**src/rtl/ext_mem_xfer_ctrl_if.sv**
```systemverilog
// Memory and buffer port bundle for ext_mem_xfer_ctrl.
// master = transfer controller, slave = memory controller plus on-chip buffers.
interface ext_mem_xfer_ctrl_if #(
  parameter int DATA_W  = 16,
  parameter int BUFF_AW = 8
);
  // Memory handshake: mem_req is held with mem_we/mem_addr/mem_wdata stable until the
  // cycle mem_ack is high; that cycle completes the word and carries read data on mem_rdata.
  logic              mem_req;
  logic              mem_we;
  logic [31:0]       mem_addr;
  logic [DATA_W-1:0] mem_wdata;
  logic              mem_ack;
  logic [DATA_W-1:0] mem_rdata;

  logic               buff_sel;
  logic [BUFF_AW-1:0] buff_addr;
  logic               buff_wr_en;
  logic [DATA_W-1:0]  buff_wr_data;
  logic               buff_rd_en;
  logic [DATA_W-1:0]  buff_rd_data;

  modport master (
    output mem_req, mem_we, mem_addr, mem_wdata,
    input  mem_ack, mem_rdata,
    output buff_sel, buff_addr, buff_wr_en, buff_wr_data, buff_rd_en,
    input  buff_rd_data
  );

  modport slave (
    input  mem_req, mem_we, mem_addr, mem_wdata,
    output mem_ack, mem_rdata,
    input  buff_sel, buff_addr, buff_wr_en, buff_wr_data, buff_rd_en,
    output buff_rd_data
  );
endinterface

```
**src/rtl/ext_mem_xfer_ctrl.sv**
```systemverilog
// Word-by-word transfer engine between external memory and on-chip buffer 1/2,
// driven by GENERAL_CONFIG command pulses and reporting progress on status.
module ext_mem_xfer_ctrl #(
  parameter int DATA_W     = 16,
  parameter int BUFF_DEPTH = 256,
  parameter int BUFF_AW    = 8
) (
  input  logic        clk,
  input  logic        rst,
  input  logic        cmd_ld1,
  input  logic        cmd_ld2,
  input  logic        cmd_fl1,
  input  logic        cmd_fl2,
  input  logic        cmd_abort,
  input  logic        cmd_dreset,
  input  logic [31:0] load_start,
  input  logic [31:0] save_start,
  ext_mem_xfer_ctrl_if.master bus,
  output logic        xfer_done,
  output logic [15:0] status,
  output logic [2:0]  state_dbg
);

  typedef enum logic [2:0] {
    IDLE   = 3'd0,
    LD_REQ = 3'd1,
    LD_WR  = 3'd2,
    FL_RD  = 3'd3,
    FL_CAP = 3'd4,
    FL_REQ = 3'd5,
    DONE   = 3'd6
  } state_t;

  state_t              state, state_n;
  logic [BUFF_AW-1:0]  idx;
  logic [31:0]         base;
  logic [DATA_W-1:0]   rdata_q;
  logic [DATA_W-1:0]   wdata_q;
  logic                sel_q;
  logic                abort_pending;
  logic                st_done, st_aborted, st_dropped;
  logic [1:0]          last_op;

  logic                accept;
  logic [1:0]          op_n;
  logic                idx_inc;
  logic                stop_abort;
  logic                cap_rd;
  logic                cap_wd;

  logic last_word;
  logic abort_hit;
  logic any_xfer_cmd;
  logic busy;

  assign last_word    = (idx == BUFF_AW'(BUFF_DEPTH - 1));
  assign abort_hit    = abort_pending | cmd_abort;
  assign any_xfer_cmd = cmd_ld1 | cmd_ld2 | cmd_fl1 | cmd_fl2;
  assign busy         = (state != IDLE);

  always_ff @(posedge clk or posedge rst) begin
    if (rst) state <= IDLE;
    else     state <= state_n;
  end

  // op encoding doubles as last_op: bit1 = flush, bit0 = buffer 2
  always_comb begin
    state_n    = state;
    accept     = 1'b0;
    op_n       = 2'b00;
    idx_inc    = 1'b0;
    stop_abort = 1'b0;
    cap_rd     = 1'b0;
    cap_wd     = 1'b0;
    unique case (state)
      IDLE: begin
        if (!cmd_abort) begin
          if (cmd_fl1)      begin accept = 1'b1; op_n = 2'b10; end
          else if (cmd_fl2) begin accept = 1'b1; op_n = 2'b11; end
          else if (cmd_ld1) begin accept = 1'b1; op_n = 2'b00; end
          else if (cmd_ld2) begin accept = 1'b1; op_n = 2'b01; end
        end
        if (accept) state_n = op_n[1] ? FL_RD : LD_REQ;
      end
      LD_REQ: begin
        if (bus.mem_ack) begin
          cap_rd  = 1'b1;
          state_n = LD_WR;
        end
      end
      LD_WR: begin
        if (last_word) state_n = DONE;
        else if (abort_hit) begin
          stop_abort = 1'b1;
          state_n    = IDLE;
        end else begin
          idx_inc = 1'b1;
          state_n = LD_REQ;
        end
      end
      FL_RD: begin
        if (abort_hit) begin
          stop_abort = 1'b1;
          state_n    = IDLE;
        end else state_n = FL_CAP;
      end
      FL_CAP: begin
        // No memory request is outstanding yet, so an abort can still stop cleanly here
        if (abort_hit) begin
          stop_abort = 1'b1;
          state_n    = IDLE;
        end else begin
          cap_wd  = 1'b1;
          state_n = FL_REQ;
        end
      end
      FL_REQ: begin
        if (bus.mem_ack) begin
          if (last_word) state_n = DONE;
          else if (abort_hit) begin
            stop_abort = 1'b1;
            state_n    = IDLE;
          end else begin
            idx_inc = 1'b1;
            state_n = FL_RD;
          end
        end
      end
      DONE:    state_n = IDLE;
      default: state_n = IDLE;
    endcase
    if (cmd_dreset) begin
      state_n    = IDLE;
      accept     = 1'b0;
      idx_inc    = 1'b0;
      stop_abort = 1'b0;
      cap_rd     = 1'b0;
      cap_wd     = 1'b0;
    end
  end

  always_ff @(posedge clk or posedge rst) begin
    if (rst) begin
      idx           <= '0;
      base          <= '0;
      rdata_q       <= '0;
      wdata_q       <= '0;
      sel_q         <= 1'b0;
      abort_pending <= 1'b0;
      st_done       <= 1'b0;
      st_aborted    <= 1'b0;
      st_dropped    <= 1'b0;
      last_op       <= 2'b00;
    end else if (cmd_dreset) begin
      idx           <= '0;
      base          <= '0;
      rdata_q       <= '0;
      wdata_q       <= '0;
      sel_q         <= 1'b0;
      abort_pending <= 1'b0;
      st_done       <= 1'b0;
      st_aborted    <= 1'b0;
      st_dropped    <= 1'b0;
      last_op       <= 2'b00;
    end else begin
      if (accept) begin
        idx        <= '0;
        sel_q      <= op_n[0];
        base       <= op_n[1] ? save_start : load_start;
        st_done    <= 1'b0;
        st_aborted <= 1'b0;
        st_dropped <= 1'b0;
        last_op    <= op_n;
      end else if (busy) begin
        if (any_xfer_cmd) st_dropped    <= 1'b1;
        if (cmd_abort)    abort_pending <= 1'b1;
      end
      if (idx_inc)         idx        <= idx + 1'b1;
      if (cap_rd)          rdata_q    <= bus.mem_rdata;
      if (cap_wd)          wdata_q    <= bus.buff_rd_data;
      if (state == DONE)   st_done    <= 1'b1;
      if (stop_abort)      st_aborted <= 1'b1;
      // Any return to IDLE ends the transfer, so a leftover abort must not leak into the next one
      if (state_n == IDLE) abort_pending <= 1'b0;
    end
  end

  assign bus.mem_req      = (state == LD_REQ) || (state == FL_REQ);
  assign bus.mem_we       = (state == FL_REQ);
  assign bus.mem_addr     = base + 32'(idx);
  assign bus.mem_wdata    = wdata_q;
  assign bus.buff_sel     = sel_q;
  assign bus.buff_addr    = idx;
  assign bus.buff_wr_en   = (state == LD_WR);
  assign bus.buff_wr_data = rdata_q;
  assign bus.buff_rd_en   = (state == FL_RD);

  assign xfer_done = (state == DONE);
  assign status    = {10'b0, last_op, st_dropped, st_aborted, st_done, busy};
  assign state_dbg = state;

endmodule

```
**src/flat_wrapper.sv**
```systemverilog
// flat-port wrapper written by rule: the top's interface ports become plain ports
module ext_mem_xfer_ctrl_flat 
#(
  parameter int DATA_W     = 16,
  parameter int BUFF_DEPTH = 256,
  parameter int BUFF_AW    = 8
)
  (clk, rst, cmd_ld1, cmd_ld2, cmd_fl1, cmd_fl2, cmd_abort, cmd_dreset, load_start, save_start, xfer_done, status, state_dbg, bus_mem_req, bus_mem_we, bus_mem_addr, bus_mem_wdata, bus_mem_ack, bus_mem_rdata, bus_buff_sel, bus_buff_addr, bus_buff_wr_en, bus_buff_wr_data, bus_buff_rd_en, bus_buff_rd_data);
  ext_mem_xfer_ctrl_if #(.DATA_W(DATA_W), .BUFF_AW(BUFF_AW)) bus_i ();
  input  logic clk;
  input  logic rst;
  input  logic cmd_ld1;
  input  logic cmd_ld2;
  input  logic cmd_fl1;
  input  logic cmd_fl2;
  input  logic cmd_abort;
  input  logic cmd_dreset;
  input  logic [31:0] load_start;
  input  logic [31:0] save_start;
  output logic xfer_done;
  output logic [15:0] status;
  output logic [2:0] state_dbg;
  output wire logic [$bits(bus_i.mem_req)-1:0] bus_mem_req;
  output wire logic [$bits(bus_i.mem_we)-1:0] bus_mem_we;
  output wire logic [$bits(bus_i.mem_addr)-1:0] bus_mem_addr;
  output wire logic [$bits(bus_i.mem_wdata)-1:0] bus_mem_wdata;
  input wire logic [$bits(bus_i.mem_ack)-1:0] bus_mem_ack;
  input wire logic [$bits(bus_i.mem_rdata)-1:0] bus_mem_rdata;
  output wire logic [$bits(bus_i.buff_sel)-1:0] bus_buff_sel;
  output wire logic [$bits(bus_i.buff_addr)-1:0] bus_buff_addr;
  output wire logic [$bits(bus_i.buff_wr_en)-1:0] bus_buff_wr_en;
  output wire logic [$bits(bus_i.buff_wr_data)-1:0] bus_buff_wr_data;
  output wire logic [$bits(bus_i.buff_rd_en)-1:0] bus_buff_rd_en;
  input wire logic [$bits(bus_i.buff_rd_data)-1:0] bus_buff_rd_data;
  assign bus_mem_req = bus_i.mem_req;
  assign bus_mem_we = bus_i.mem_we;
  assign bus_mem_addr = bus_i.mem_addr;
  assign bus_mem_wdata = bus_i.mem_wdata;
  assign bus_i.mem_ack = bus_mem_ack;
  assign bus_i.mem_rdata = bus_mem_rdata;
  assign bus_buff_sel = bus_i.buff_sel;
  assign bus_buff_addr = bus_i.buff_addr;
  assign bus_buff_wr_en = bus_i.buff_wr_en;
  assign bus_buff_wr_data = bus_i.buff_wr_data;
  assign bus_buff_rd_en = bus_i.buff_rd_en;
  assign bus_i.buff_rd_data = bus_buff_rd_data;
  ext_mem_xfer_ctrl #(.DATA_W(DATA_W), .BUFF_DEPTH(BUFF_DEPTH), .BUFF_AW(BUFF_AW)) u_core (.clk(clk), .rst(rst), .cmd_ld1(cmd_ld1), .cmd_ld2(cmd_ld2), .cmd_fl1(cmd_fl1), .cmd_fl2(cmd_fl2), .cmd_abort(cmd_abort), .cmd_dreset(cmd_dreset), .load_start(load_start), .save_start(save_start), .bus(bus_i), .xfer_done(xfer_done), .status(status), .state_dbg(state_dbg));
endmodule
```
**config.mk**
```make
export PLATFORM = sky130hd
export DESIGN_NAME = ext_mem_xfer_ctrl_flat
export DESIGN_NICKNAME = d
export VERILOG_FILES = /design/src/rtl/ext_mem_xfer_ctrl_if.sv /design/src/rtl/ext_mem_xfer_ctrl.sv /design/src/flat_wrapper.sv
export SDC_FILE = /design/constraint.sdc
export NUM_CORES = 1
export LEC_CHECK = 0
export ABC_AREA = 1
export BUFFER_PORTS_ARGS = -buffer_cell sky130_fd_sc_hd__buf_2
export CAP_MARGIN = 10
export CORE_ASPECT_RATIO = 0.6
export CORE_MARGIN = 5
export CORE_UTILIZATION = 45
export CTS_CLUSTER_SIZE = 20
export DETAILED_ROUTE_END_ITERATION = 8
export HOLD_SLACK_MARGIN = 0.08
export PLACE_DENSITY = 0.78
export REMOVE_ABC_BUFFERS = 1
export SLEW_MARGIN = 20
export SYNTH_ARGS = -nofsm -noshare
export SYNTH_HDL_FRONTEND = slang
export SYNTH_SLANG_ARGS = --single-unit
```
**constraint.sdc**
```tcl
create_clock -name clk -period 2.2 [get_ports clk]
set_input_delay 0.33 -clock clk [delete_from_list [all_inputs] [get_ports clk]]
set_output_delay 0.33 -clock clk [all_outputs]
set_load 0.05 [all_outputs]
```
==> results.md <==
* FF-to-FF End: u_core.base[14]
* R2R Setup Slk at 270 ps
* Worst R2R Path Depth at 7
* #FFs+latches synth at 81
* WP buf/inv at 2
* Row cnt at 30
* DP HPWL at 12.8 mm
* Met3 routed WL at 1.59 mm
* Levels on crit path at 10
* Crit path capture type: primary output
* Routability cong. at 0.997
* Worst hold margin at 185 ps
* Post-placement setup slack at -201 ps
* Final setup vio count at 28
* Final hold viol count at 0
* Final WL at about 17 mm
* Max-cap viol count at 0
* Period utilisation layout at 120%
* Worst skew pair latency at ~330 ps
* Leading post-synthesis cells by cell area: dfrtp_1 39%, nand2_1 9.9%, inv_1 7.6%
* Starting density of the core at 45.8%
* Status: complete, but fails checks
* CTS Buf Count at 9
* Slew headroom at approximately 57%
* Final ANT Viol Nets at 0
* Vias at 5404
* FF+latch area at roughly 2000 sq um
* Gr usage total at 24.4%
* Top FF cell, synth: dfrtp_1
* Synth unique cells at 40
* WL/cell at about 16 um
* Cells after Synth at 688
* Ys Warns at 0
* # clock sinks at just over 80
* Critical path peak fanout at 3
* Mapped Area at 5160 sq um
* CP max stage delay at 360 ps
* DRC viols at 0
* Failing checks: negative setup slack
* Tmin final at 2640 ps
* Most frequent CP cell: nand2_4
* Crit path kind: flip-flop to primary output
* Avg Cell Area, Syn at roughly 7.5 sq um
* CP endpoint: bus_mem_addr[14]
* Fin cells at roughly 1100
* P&R area growth vs syn at 45.0%
* Final Util at between 60% and 70%
* Crit path max-delay cell type: fa_2
* Worst Setup Slack, final at -441 ps
* GRT overflow at 0
* Layout cell share with drive strength beyond 1 at 39.3%
* Top cell family by delay on the critical path: adder cells
* DIE AREA at 13800 sq um
* Worst min path class: input port to flip-flop
* Global-route wire length before repair at 26.6 mm
* Reg2Reg Launch Point: u_core.state_dbg[1]
* Startpoint types: flip-flop
* Met1 wire length at 8.31 mm
* First-pass DRT Iterations at 5
* Met2 wire length at 7.04 mm
* Skew final at 5.80 ps
* EDFF count, synth at 0
* Worst setup path start: u_core.base[0]
* Cell taking the most area after synthesis: dfrtp_1
* Clk slew on worst S/H paths at 60 ps
* Max Freq at about 380 MHz
* Initial antenna violation count at 0
* Final Slew Violations at 0
* Area of the multi-input gates at 2910 sq um
* Post-synth top area share at between 30% and 40%
* Top cells by count, synth: 136 x nand2_1, 105 x inv_1, 81 x dfrtp_1, 73 x nor2_1, 70 x nand3_1
* Most common cell in the netlist: nand2_1
* Via density per instance at 5.10
* CTS tree: done
* Post-synthesis sequential area ratio at between 30% and 40%
* Placed cell count at 1040
* Max clock buf depth at 2
* DR iter-0 viols at 382
* Diode count at 0
* Core Region at around 11000 sq um
* Number of global-route vias before repair at 5162
* P per Cell Area at between 600 and 700 nW/um^2
* Pin count of the biggest net entering global routing at 59
* Leakage at a little over 0.004 uW
* Root Buffer: clkbuf_16
* Fill count at between 900 and 1000
* Async set-reset flop share out of synthesis at between 90% and 100%
* CP arrival at 2310 ps
* RSZ-0062 raised after global routing: true
* Setup TNS Final at -7390 ps
* Max IR drop VDD at 0.387 mV
* Die height at 92.9 um
* Least-Margin Pin Slew at 646 ps
* Max layer used: met4
* I/O Buffers at 191
* Die X at roughly 150 um
* Data required time of the critical path at 1870 ps
* Fin nets at 1026
* H-tree depth at 3
* CP cell instances: ha_2 -> inv_2 -> fa_2 -> o21ai_4 -> nand2_2 -> nand2_4 -> nand2_4 -> nor2_4 -> xor2_1 -> buf_4
* I/O Pins at 202
-- how the worst min path moves through the flow --
stage	from	endpoint	slack [ps]	cells past startpoint
6_report	cmd_fl1	u_core.last_op[0]	180	2
5_1_grt	cmd_fl1	u_core.last_op[0]	190	2
4_1_cts	cmd_fl1	u_core.last_op[0]	180	2
3_5_place_dp	rst	u_core.st_dropped	360	2
3_3_place_gp	rst	u_core.base[5]	360	2
2_1_floorplan	cmd_fl1	u_core.last_op[0]	430	1
-- metrics by stage --
stage | instance area [sq um] | total power (uW)
final | 7480 | 4690
after global placement | 6560 | 2860
after detailed placement | 6560 | 2880
after global routing | 7480 | 4870
after floorplan | 4940 | 2430
after CTS | 7310 | 4690
-- layer usage --
| metal | vias up | track usage, % |
|---|---|---|
| met5 | - | 0 |
| met4 | 0 | 5.61 |
| met3 | 24 | 7.78 |
| met2 | 229 | 33.2 |
| met1 | 2521 | 37.2 |
| li1 | 2630 | - |
-- sequential cells by signal (all words and copies together) (netlist names) --
| register | count |
|---|---|
| u_core.st_aborted | 1 |
| u_core.bus.mem_wdata | 16 |
| u_core.last_op | 2 |
| u_core.bus.buff_addr | 8 |
| u_core.state_dbg | 3 |
| u_core.base | 32 |
| u_core.st_dropped | 1 |
| u_core.st_done | 1 |
| u_core.bus.buff_wr_data | 16 |
| u_core.abort_pending | 1 |
-- what timing repair did --
item                                   in CTS  in global routing
resized for setup                          96                 41
setup endpoints to repair                  29                 30
buffers inserted                            2                  2
pin swaps                                  17                 14
endpoints found under the hold margin      23                  0
gates cloned                                0                  0
hold buffers                                1                  0
-- layout make-up --
cell class                      instances  share of cell area [%]
Multi-Input combinational cell        468                    38.9
Clock buffer                           10                    3.06
Timing Repair Buffer                  240                    21.4
Sequential cell                        81                    27.1
Tap cell                              144                    2.41
Clock inverter                          6                    1.54
Inverter                              111                    5.59
-- cell families after synthesis --
logic type | after synthesis | share of synthesized area (%)
other | 1 | 0.0727
buffers and inverters | 148 | 12.9
and+or+nand+nor | 311 | 26.5
AOI/OAI and AO/OA | 114 | 14.7
DFF | 81 | 39.3
adders and majority gates | 10 | 2.57
xor gates and xnor gates | 23 | 3.91
-- cell usage in the layout, fill, tap and decap left out, types with 3 or more instances in the layout --
cell	netlist	routed
buf_2	10	161
nand2_1	136	105
inv_1	105	103
dfrtp_1	81	79
nor2_1	73	70
nand3_1	70	63
buf_4	18	50
o21ai_0	40	37
nand2_2	4	23
o22ai_1	20	20
o21bai_1	19	19
buf_6	4	17
o31ai_2	12	12
nand2_4	0	12
xor2_1	20	12
conb_1	1	10
buf_12	0	10
clkbuf_16	0	9
o21ai_1	6	8
inv_2	6	7
nand3_2	2	6
nand4_1	6	6
xor2_2	0	6
nor2_4	3	5
nor2_2	4	5
a21oi_2	0	4
a21oi_1	8	4
nor3_1	6	4
ha_4	0	4
nand3_4	0	3
o31ai_1	3	3
ha_2	0	3
bufinv_16	0	3
-- report_power, final --
part	switching [uW]	internal [uW]
registers	103	1570
clock network	625	1120
logic	844	427
Note: power is estimated with default switching activity, not from simulation.
